`src/rtl/list_pkg.sv`:
```
// Shared types for the linked-list descriptor path: node count, pointer and
// length widths, the descriptor record and the collector FSM states.
package list_pkg;

  localparam int N     = 256;
  localparam int W_PTR = $clog2(N);
  localparam int W_LEN = W_PTR + 1;

  typedef enum logic {
    IDLE,
    ACC
  } state_e;

  typedef struct packed {
    logic [W_PTR-1:0] head;
    logic [W_PTR-1:0] tail;
    logic [W_LEN-1:0] len;
    logic [W_PTR-1:0] xsum;
    logic             sat;
  } list_desc_t;

endpackage

```
`src/rtl/desc_fifo.sv`:
```
// Show-ahead descriptor FIFO; a write is visible at the head one cycle later.
// No internal backpressure: the caller must gate push_i with full_o (or a same-cycle pop).
module desc_fifo
  import list_pkg::*;
#(
  parameter int DEPTH = 4
) (
  input  logic       clk,
  input  logic       rst,
  input  logic       push_i,
  input  list_desc_t push_dat_i,
  output logic       full_o,
  input  logic       pop_i,
  output logic       empty_o,
  output list_desc_t head_dat_o
);

  localparam int AW = $clog2(DEPTH);

  list_desc_t       mem_q [DEPTH];
  logic [AW:0]      wptr_q;
  logic [AW:0]      rptr_q;

  // Extra MSB is the wrap bit that tells full from empty when indices match.
  assign full_o     = (wptr_q[AW-1:0] == rptr_q[AW-1:0]) && (wptr_q[AW] != rptr_q[AW]);
  assign empty_o    = (wptr_q == rptr_q);
  assign head_dat_o = mem_q[rptr_q[AW-1:0]];

  always_ff @(posedge clk or negedge rst) begin
    if (!rst) begin
      wptr_q <= '0;
      rptr_q <= '0;
      for (int i = 0; i < DEPTH; i++) begin
        mem_q[i] <= '0;
      end
    end else begin
      if (push_i) begin
        mem_q[wptr_q[AW-1:0]] <= push_dat_i;
        wptr_q                <= wptr_q + 1'b1;
      end
      if (pop_i) begin
        rptr_q <= rptr_q + 1'b1;
      end
    end
  end

endmodule

```
`src/rtl/list_desc_collector.sv`:
```
// Folds each run of valid pointers into a head/tail/len/xsum descriptor and queues it.
// Commit reaches desc_vld one edge after the run ends; lists meeting a full FIFO are dropped.
module list_desc_collector
  import list_pkg::*;
#(
  parameter int N     = list_pkg::N,
  parameter int W_PTR = $clog2(N),
  parameter int W_LEN = W_PTR + 1,
  parameter int DEPTH = 4
) (
  input  logic             clk,
  input  logic             rst,
  input  logic [W_PTR-1:0] in_ptr,
  input  logic             in_ptr_vld,
  output logic [W_PTR-1:0] desc_head,
  output logic [W_PTR-1:0] desc_tail,
  output logic [W_LEN-1:0] desc_len,
  output logic [W_PTR-1:0] desc_xsum,
  output logic             desc_sat,
  output logic             desc_vld,
  input  logic             desc_rdy,
  output logic [7:0]       drop_cnt,
  output logic             busy
);

  state_e     state_q;
  list_desc_t acc_q;
  logic [7:0] drop_cnt_q;
  logic       busy_q;

  logic       fifo_full;
  logic       fifo_empty;
  logic       fifo_pop;
  logic       commit;
  logic       push;
  list_desc_t head_dat;

  assign fifo_pop = !fifo_empty && desc_rdy;
  assign commit   = (state_q == ACC) && !in_ptr_vld;
  // A pop in the same cycle frees the slot the commit needs.
  assign push     = commit && (!fifo_full || fifo_pop);

  desc_fifo #(
    .DEPTH(DEPTH)
  ) u_fifo (
    .clk       (clk),
    .rst       (rst),
    .push_i    (push),
    .push_dat_i(acc_q),
    .full_o    (fifo_full),
    .pop_i     (fifo_pop),
    .empty_o   (fifo_empty),
    .head_dat_o(head_dat)
  );

  always_ff @(posedge clk or negedge rst) begin
    if (!rst) begin
      state_q    <= IDLE;
      acc_q      <= '0;
      drop_cnt_q <= '0;
      busy_q     <= 1'b0;
    end else begin
      case (state_q)
        IDLE: begin
          if (in_ptr_vld) begin
            state_q    <= ACC;
            busy_q     <= 1'b1;
            acc_q.head <= in_ptr;
            acc_q.tail <= in_ptr;
            acc_q.xsum <= in_ptr;
            acc_q.len  <= W_LEN'(1);
            acc_q.sat  <= 1'b0;
          end
        end
        ACC: begin
          if (in_ptr_vld) begin
            acc_q.tail <= in_ptr;
            acc_q.xsum <= acc_q.xsum ^ in_ptr;
            if (&acc_q.len) begin
              acc_q.sat <= 1'b1;
            end else begin
              acc_q.len <= acc_q.len + 1'b1;
            end
          end else begin
            state_q <= IDLE;
            busy_q  <= 1'b0;
            if (!push && (drop_cnt_q != 8'hFF)) begin
              drop_cnt_q <= drop_cnt_q + 8'd1;
            end
          end
        end
        default: state_q <= IDLE;
      endcase
    end
  end

  assign desc_head = head_dat.head;
  assign desc_tail = head_dat.tail;
  assign desc_len  = head_dat.len;
  assign desc_xsum = head_dat.xsum;
  assign desc_sat  = head_dat.sat;
  assign desc_vld  = !fifo_empty;
  assign drop_cnt  = drop_cnt_q;
  assign busy      = busy_q;

endmodule
```
`config.mk`:
```
export PLATFORM = sky130hd
export DESIGN_NAME = list_desc_collector
export DESIGN_NICKNAME = d
export VERILOG_FILES = /design/src/rtl/list_pkg.sv /design/src/rtl/desc_fifo.sv /design/src/rtl/list_desc_collector.sv
export SDC_FILE = /design/constraint.sdc
export NUM_CORES = 1
export LEC_CHECK = 0
export ABC_AREA = 0
export CAP_MARGIN = 30
export CORE_MARGIN = 10
export CORE_UTILIZATION = 50
export DETAILED_ROUTE_END_ITERATION = 12
export PLACE_DENSITY_LB_ADDON = 0.2
export SLEW_MARGIN = 0
export SYNTH_ARGS = -nofsm -noshare
export SYNTH_HDL_FRONTEND = slang
export SYNTH_SLANG_ARGS = --single-unit
```
`constraint.sdc`:
```
create_clock -name clk -period 2.2 [get_ports clk]
set_clock_uncertainty 0.1 [all_clocks]
set_input_delay 0.44 -clock clk [delete_from_list [all_inputs] [get_ports clk]]
set_output_delay 0.44 -clock clk [all_outputs]
set_load 0.005 [all_outputs]
```
== Yosys cells after proc, flatten, opt, wreduce, memory -nomap -nowiden ==
Index checks and enable logic that the tools add are counted.

* Bitwise logic cells: 5
* Shifts and indexed selects: 0
* $add $sub $neg: 4
* Reductions and logical operators: 18
* Muxes and demuxes: 15
* Equal/unequal tests: 9
* $mul: 0
* Magnitude comparators: 3
* Div/mod/pow operators: 0

{| class="wikitable"
|+ Operators by type and width
! operator !! number
|-
| 136-bit bitwise mux || 1
|-
| 34-bit two-way mux || 3
|-
| 34-bit binary-select mux with 2-bit select || 1
|-
| 34-bit demux with 2-bit select || 1
|-
| 26-bit two-way mux || 2
|-
| 26-bit one-hot mux with 2 select lines || 1
|-
| 9-bit by 1-bit adder with 9-bit output, second input constant || 1
|-
| 9-bit two-way mux || 1
|-
| 3-bit AND reduction || 3
|-
| 9-bit AND reduction || 1
|-
| 8-bit by 1-bit adder with 8-bit output, second input constant || 1
|-
| 2-bit inequality test, second input constant || 4
|-
| 8-bit inequality test, second input constant || 1
|-
| 8-bit XOR || 1
|-
| 3-bit by 1-bit adder with 3-bit output, second input constant || 2
|-
| 3-bit greater-or-equal comparator, second input constant || 2
|-
| 1-bit logical AND || 6
|-
| 2-bit NOT with 3-bit output || 2
|-
| 2-bit AND reduction || 3
|-
| 1-bit zero test || 4
|-
| 1-bit two-way mux || 4
|-
| 3-bit == test || 1
|-
| 3-bit by 1-bit < comparator with 1-bit output, second input constant || 1
|-
| 2-bit == test || 1
|-
| other kinds (5) || 6
|}

* Register bits after elaboration: 186
* Bits of input ports: 12
* Latch bits: 0
* Memories kept: 0
* Memory bits (writable): 0
* Logic and storage cells: 84
* Output and inout bits: 44
* Bits in read-only memories: 0

== Logic depth before layout (Yosys ltp) ==
Gate-level depths: netlist (run 1).

* Depth after elaboration: 8
* Depth in mapped cells: 9
* Mapped depth without buffers: 8

== Cells and area by module ==
A second synthesis (run 1) with hierarchy kept.

* Cell total of the unflattened synthesis: 534
* Area total of the unflattened synthesis: 8,780.9 sq um

{| class="wikitable"
|+ Modules (own cells, without submodules)
! module !! instances !! area an instance (sq um) !! cells each !! sequential area each (sq um)
|-
| desc_fifo || 1 || 6,766.5 || 357 || 3,553.4
|-
| list_desc_collector || 1 || 2,014.4 || 177 || 1,101.1
|}

== Worst setup path after synthesis (run 1) ==
OpenSTA, ideal clock, no wires.

* Path type: flip-flop to flip-flop
* From: reg acc_q[9] in the netlist's numbering
* To: reg acc_q[13] in the netlist's numbering
* Clock period less this slack: 2.170 ns
* Path buffers: 1
* Stages on the path, launching flop included: 10
* Required time: 1.969 ns
* Data arrival time: 1.939 ns
* Setup slack: 0.030 ns
* Setup time: 0.131 ns
* Cell sequence: dfrtp_1 -> ha_1 -> nand3_1 -> nor2_1 -> ha_1 -> clkbuf_1 -> nand2b_1 -> a2111oi_0 -> xnor2_1 -> nor2_1

* Cells in the longest elaborated chain, start to end: 4
* Elaborated cells between the ends (all ways): 7
* Classes of those cells: add/sub (1); eq/ne (1); mux (3); reduce/logical (2)

{| class="wikitable"
|+ Ends and longest elaborated chain
! element !! line !! text
|-
| start, declared || list_desc_collector.sv:27 || <nowiki>list_desc_t acc_q;</nowiki>
|-
| 9-bit by 1-bit adder with 9-bit output || list_desc_collector.sv:82 || <nowiki>acc_q.len <= acc_q.len + 1'b1;</nowiki>
|-
| 9-bit two-way mux || list_desc_collector.sv:79 || <nowiki>if (&acc_q.len) begin</nowiki>
|-
| 26-bit two-way mux || list_desc_collector.sv:76 || <nowiki>if (in_ptr_vld) begin</nowiki>
|-
| 26-bit one-hot mux with 2 select lines || list_desc_collector.sv:63 || <nowiki>case (state_q)</nowiki>
|}

Several ways; a longest one is shown, not always the timed one. The select of a mux whose other input is x is not followed.
A chain may end at the register's enable or synchronous reset.

== Final worst setup path (run 1) ==
* From: reg u_fifo.rptr_q[0]
* To: out desc_head[2]

* Cells in the longest elaborated chain, start to end: 4

{| class="wikitable"
|+ Ends and longest elaborated chain
! element !! line !! text
|-
| start, declared || desc_fifo.sv:22 || <nowiki>logic [AW:0] rptr_q;</nowiki>
|-
| start signal, assigned || desc_fifo.sv:42 || <nowiki>rptr_q <= rptr_q + 1'b1;</nowiki>
|-
| 2-bit NOT with 3-bit output (implied by the code) || desc_fifo.sv:27 || <nowiki>assign head_dat_o = mem_q[rptr_q[AW-1:0]];</nowiki>
|-
| 34-bit binary-select mux with 2-bit select || desc_fifo.sv:27 ||
|-
| 34-bit two-way mux (implied by the code) (2 in series) || desc_fifo.sv:27 ||
|-
| end, declared || list_desc_collector.sv:15 || <nowiki>output logic [W_PTR-1:0] desc_head,</nowiki>
|}

No other way between the ends. The select of a mux whose other input is x is not followed.

==> flow_summary.yaml, run 1 <==
status:
  outcome: "finished with violations"
  violations: "setup timing"
route:
  vias_per_cell: 5.59
  drt_pre_antenna_iters: 5
  wl_per_cell_um: 21.4
  drt_wl_total_um: 19000
  drc: 0
  ant_nets: 0
  num_vias: 4978
  drt_iter0_drc: 280
timing:
  grt_setup_unrepaired: "yes"
  fin_crit_ps: 2480
  fmax_mhz: 403
  tightest_slew_ps: 758
  relSlewSlack_pct: 49.2
  report.final.slew_viol_count: 0
  hold_violations: 0
  fin_ws_ps: -282
  setup_violations: 174
  final.setup.tns_ps: -31240
  finalCritPeriodShare_pct: 113
synth:
  synth_cell_types: 34
  syn_inst: 536
  ys_ff_latch: 186
  synth_fp_nets: 559
  synth_area_per_cell_um2: 15.4
  syn_area_um2: 8250
  ys_seq_area_share_pct: 56.4
  yosys_warnings: 0
  yosys.area.top_type_share_pct: 56.4
  yosys-top-cells-area: "dfrtp_1, mux2_2, mux4_2"
  yosysTopAreaCell: "dfrtp_1"
clock_tree:
  cts-root-buf: "clkbuf_16"
  insertion_delay_ps: 430
  cts.htree.levels: 4
  numClockSinks: 186
  cts_tree: "done"
  clockBufferDepth: 2
  path_clk_slew_ps: 60
  cts-buffers-inserted: 17
setup_path:
  worstSetupEndpoint: "desc_head[2]"
  r2r-end: "u_fifo.mem_q[27]"
  crit_path_start: "u_fifo.rptr_q[0]"
  cp.arrival_ps: 1940
  r2r_start: "u_fifo.rptr_q[0]"
  cp-end-kind: "output pin"
  cp_max_fo: 5
  cp.required_ps: 1660
  crit_type: "flop to output pin"
  r2r_cells: 9
  startpoint_type: "flop"
  r2r_setup_slack_ps: -260
placement:
  hpwl_um: 12000
  gp_congestion: 0.797
  port_buffers: 55
floorplan:
  start_util_pct: 51.5
  fp.dieH_um: 148
  io_pins: 56
  design.core.area_um2: 16000
  die_x_um: 148
  dieArea_um2: 22000
  placementRows: 46
cells_and_area:
  syn_to_final_growth_pct: 27.0
  final_core_util_pct: 65.4
  drive_gt1_share_pct: 51.6
  nets: 685
  antennaDiodeCount: 0
min_path:
  hp-class: "flop to flop"
global_route:
  grt_overflow: 0
  grt_max_degree: 51
  grt_pass1_vias: 5392
  antenna_found_initial: 0
  grt_usage_pct: 17.3
  grt_pass1_wl_um: 29800
pwr:
  leakagePower_nw: 4.74
  peakVddDrop_mv: 0.820
  powerDensity_nw_per_um2: 1340
job:
  cap_violations: 0
==> cell usage after synthesis <==
cell / n
nor2_1: 19
nand3_1: 6
nor2b_1: 1
a41oi_4: 1
xor2_1: 6
buf_4: 4
a2111oi_0: 2
a311oi_1: 7
dfrtp_1: 186
nor3_1: 5
xnor2_1: 12
nand2_2: 3
inv_1: 9
nand4_1: 3
mux4_2: 34
o21ai_0: 5
buf_2: 3
nand3b_1: 1
nor3b_1: 2
a21oi_1: 16
nor4_1: 2
clkbuf_1: 10
mux2_1: 2
a2bb2oi_1: 1
a211oi_1: 2
ha_1: 11
nand2_4: 1
nor4b_1: 1
nand4b_1: 1
o32a_1: 1
nand2b_1: 4
buf_6: 10
nand2_1: 11
mux2_2: 154
==> cells in the final DEF (no fill, tap or decap), drive strengths merged, types with 6 or more instances in the layout <==
cell / count
a21oi: 16
a311oi: 7
buf: 111
clkbuf: 27
clkdlybuf4s50: 19
dfrtp: 186
ha: 11
inv: 9
mux2: 156
mux4: 34
nand2: 15
nand3: 6
nor2: 19
xnor2: 12
xor2: 6
==> report_power, final <==
group,internal [W],switching [W]
Clock,0.00190,0.00124
Sequential,0.00464,0.000731
Combinational,0.00346,0.00207
==> timing repair <==
item,CTS,global route
endpoints found under the setup margin,35,183
resized for setup,162,38
cloned,4,6
hold endpoints to repair,46,0
hold buffers,1,0
setup buffers,11,4
pin swaps,7,5
==> stage by stage <==
step,hold WS (ps),cells,total power [W],area (µm²),setup WS [ps]
finish,391,891,0.0140,10500,-282
global route,406,891,0.0148,10500,-336
CTS,393,883,0.0138,10200,-320
detailed placement,337,835,0.0105,9430,-253
global placement,334,835,0.0102,9430,-238
floorplan,44.4,536,0.00816,8250,30.1
==> metal layers <==
metal	vias up	GRT usage [%]	part of all wire (%)	wire length, µm
li1	2234	-	-	-
met2	102	29.8	52	9940
met1	2624	20.9	42	8020
met4	0	4.76	1.1	206
met5	-	0	0	0
met3	18	4.49	4.5	859
==> layout make-up <==
type	count	area, µm²
clock buffers	24	492
multi-input cells	314	3470
well taps	216	270
inverters	9	33.8
flip-flops and latches	186	4660
clock inverters	8	115
repair buffers	134	1430
fillers	1211	5530
==> kinds of logic (layout without fill, tap and decap cells) <==
kind of cell             Yosys count  count (layout)  synth area share [%]
multiplexers                     190             190                  30.6
buffers and inverters             36             175                  2.78
AND/OR/NAND/NOR                   60              60                  3.64
XOR/XNOR                          18              18                  1.91
flip-flops                       186             186                  56.4
AO/OA/AOI/OAI                     35              35                  2.97
adder cells (fa/ha/maj)           11              11                  1.67
==> state kept, by name, summed over array words and instances, names as in the netlist <==
name / cells
acc_q: 34
busy: 1
u_fifo.wptr_q: 3
u_fifo.mem_q: 136
u_fifo.rptr_q: 3
state_q: 1
drop_cnt: 8
==> worst min path at each step <==
stage,from,endpoint,slack [ps],cells past startpoint
3_3_place_gp,rst,drop_cnt[0],330,1
2_1_floorplan,rst,acc_q[0],40,0
4_1_cts,u_fifo.rptr_q[2],u_fifo.rptr_q[2],390,1
5_1_grt,u_fifo.wptr_q[2],u_fifo.wptr_q[2],410,1
6_report,u_fifo.wptr_q[2],u_fifo.wptr_q[2],390,1
3_5_place_dp,rst,drop_cnt[0],340,1
==> worst max-delay path: stages, from the launching register on <==
cell and delay (ps):
dfrtp_4 520, buf_12 150, buf_8 130, buf_16 140, mux4_2 420, buf_2 150
Power figures use the tool's default switching activity.
==> run 2: changes to the inputs <==
--- a/config.mk
+++ b/config.mk
@@ -11,6 +11,8 @@
 export CORE_UTILIZATION = 50
 export DETAILED_ROUTE_END_ITERATION = 12
 export PLACE_DENSITY_LB_ADDON = 0.2
+export REMOVE_ABC_BUFFERS = 1
+export SKIP_CTS_REPAIR_TIMING = 1
 export SLEW_MARGIN = 0
 export SYNTH_ARGS = -nofsm -noshare
 export SYNTH_HDL_FRONTEND = slang
==> run 2 against run 1 <==
The run still ends with setup timing left. Cell count shrank 1.3%. Cell area decreased by 1.7%. Sequential share of layout area grew 0.76 points. Via count decreased by 1.5%. Die area unchanged. Sequential cell count is the same. Core utilization down 1.1 points. First-iteration DRC count shrank 20%. Critical path depth is 1 lower. Total power down 2.9%. Global-route usage down 0.62 points.
==> flow_summary.yaml, run 2 (synthesis gave the netlist of run 1 again) <==
setup_path:
  crit_top_cell: "buf_12"
  cp.arrival_ps: 1810
  cp_cell_sequence: "buf_12 > buf_12 > mux4_2 > clkbuf_2"
  r2r_setup_slack_ps: 20
  r2r_cells: 8
  r2r-end: "u_fifo.mem_q[103]"
  path_buf_inv: 3
  cp_max_fo: 8
  r2r_start: "u_fifo.rptr_q[0]"
  worst_path_max_delay_cell: "mux4_2"
  crit_type: "flop to output pin"
  cp-end-kind: "output pin"
  critPathMaxStageDelay_ps: 530
  startpoint_type: "flop"
  cp.required_ps: 1660
  cp_top_family: "multiplexers"
timing:
  grt_setup_unrepaired: "yes"
  final.setup.tns_ps: -3530
  relSlewSlack_pct: 57.7
  holdWs_ps: 388
  hold_violations: 0
  fin_ws_ps: -147
  fin_crit_ps: 2350
  report.final.slew_viol_count: 0
  finalCritPeriodShare_pct: 107
  tightest_slew_ps: 629
  fmax_mhz: 426
  setup_violations: 31
clock_tree:
  insertion_delay_ps: 440
  clockBufferDepth: 2
  path_clk_slew_ps: 60
  cts-buffers-inserted: 17
  cts_tree: "done"
  numClockSinks: 186
  cts-root-buf: "clkbuf_16"
  cts.htree.levels: 4
cells_and_area:
  nets: 673
  regArea_um2: 4660
  largest_reg_flops: 136
  final_cell_mix: "dfrtp_1, mux2_2, buf_4"
  syn_to_final_growth_pct: 24.8
  fill_cells: 1188
  multi_input_area_um2: 3430
  antennaDiodeCount: 0
  final_common_cell: "dfrtp_1"
  top_register: "u_fifo.mem_q"
  drive_gt1_share_pct: 48.9
pwr:
  peakVddDrop_mv: 0.802
  leakagePower_nw: 4.73
  powerDensity_nw_per_um2: 1320
  power.share.clock_pct: 24.2
  swShare_pct: 29.6
  p_int_w: 0.00960
  comb_power_share_pct: 36.5
  p_sw_w: 0.00403
  p_seq_share_pct: 39.4
route:
  drt_iter0_drc: 224
  drt_pre_antenna_iters: 6
  ant_nets: 0
  vias_per_cell: 5.58
  drt_wl_total_um: 18300
  drc: 0
  num_vias: 4905
  wl_per_cell_um: 20.8
placement:
  port_buffers: 55
  hpwl_um: 11900
  post-place-ws_ps: -358
  gp_congestion: 0.790
global_route:
  grt_pass1_wl_um: 28700
  grt_max_degree: 58
  antenna_found_initial: 0
  grt_pass1_vias: 5305
  grt_usage_pct: 16.7
  grt_overflow: 0
floorplan:
  start_util_pct: 51.5
  die_x_um: 148
  placementRows: 46
  fp.dieH_um: 148
  dieArea_um2: 22000
  io_pins: 56
  design.core.area_um2: 16000
status:
  violations: "setup timing"
  outcome: "finished with violations"
min_path:
  hold_depth: 1
  hold_end: "u_fifo.rptr_q[2]"
  hp-class: "flop to flop"
  holdCritStartpoint: "u_fifo.rptr_q[2]"
job:
  cap_violations: 0
run 2: changes by cell type in the layout (fill, tap and decap cells not counted), moves of 3 or more:
cell            delta
inv_6              +4
clkinv_2           -3
clkbuf_2          +26
buf_16             -4
buf_6             -20
clkbuf_8           -3
dlymetal6s2s_1     +8
buf_2             -24
run 2: power groups by stage:
stage	Sequential, W	Combinational (W)	Clock (W)
2_1_floorplan	0.00537	0.00266	0
3_3_place_gp	0.00529	0.00503	0
3_5_place_dp	0.00540	0.00514	0
4_1_cts	0.00536	0.00517	0.00335
5_1_grt	0.00551	0.00538	0.00348
6_report	0.00536	0.00497	0.00329
run 2: worst max path at each step:
stage	startpoint	to	cells after the start
floorplan	u_fifo.rptr_q[0]	u_fifo.mem_q[100]	4
global placement	in_ptr_vld	drop_cnt[6]	9
detailed placement	in_ptr_vld	drop_cnt[6]	9
CTS	u_fifo.rptr_q[0]	desc_xsum[0]	3
global route	u_fifo.rptr_q[0]	desc_xsum[0]	4
finish	u_fifo.rptr_q[0]	desc_xsum[0]	4
run 2: routing by layer:
layer	track usage, %	routed length [µm]	part of all wire (%)	vias to the layer above
met5	0	0	0	-
met4	5.55	272	1.5	0
met3	4.64	699	3.8	15
met2	27.8	9340	51	71
met1	20.3	8000	44	2620
li1	-	-	-	2199
run 2: cell type report:
cell class                 count  share of cell area, %
clock buffer                  19                   4.30
sequential                   186                   45.2
multi-input combinational    314                   33.3
tap                          216                   2.63
clock inverter                13                   1.85
timing repair buffer         122                   12.3
inverter                       9                  0.328
run 2: through the flow:
| stage | cell area, µm² | utilization, % | total power (W) | std cells |
|---|---|---|---|---|
| finish | 10300 | 64.3 | 0.0136 | 879 |
| global route | 10300 | 64.3 | 0.0144 | 879 |
| CTS | 10100 | 63.4 | 0.0139 | 871 |
| detailed placement | 9510 | 59.4 | 0.0105 | 839 |
| global placement | 9510 | 59.4 | 0.0103 | 839 |
| floorplan | 8050 | - | 0.00803 | 509 |
run 2: worst reg2reg max path: cells and delay by family (launching register included):
family | cells | cell delay [ps]
buffers and inverters | 4 | 670
and+or+nand+nor | 1 | 110
xor gates and xnor gates | 1 | 200
muxes | 1 | 340
AOI/OAI and AO/OA | 1 | 220
DFF | 1 | 430
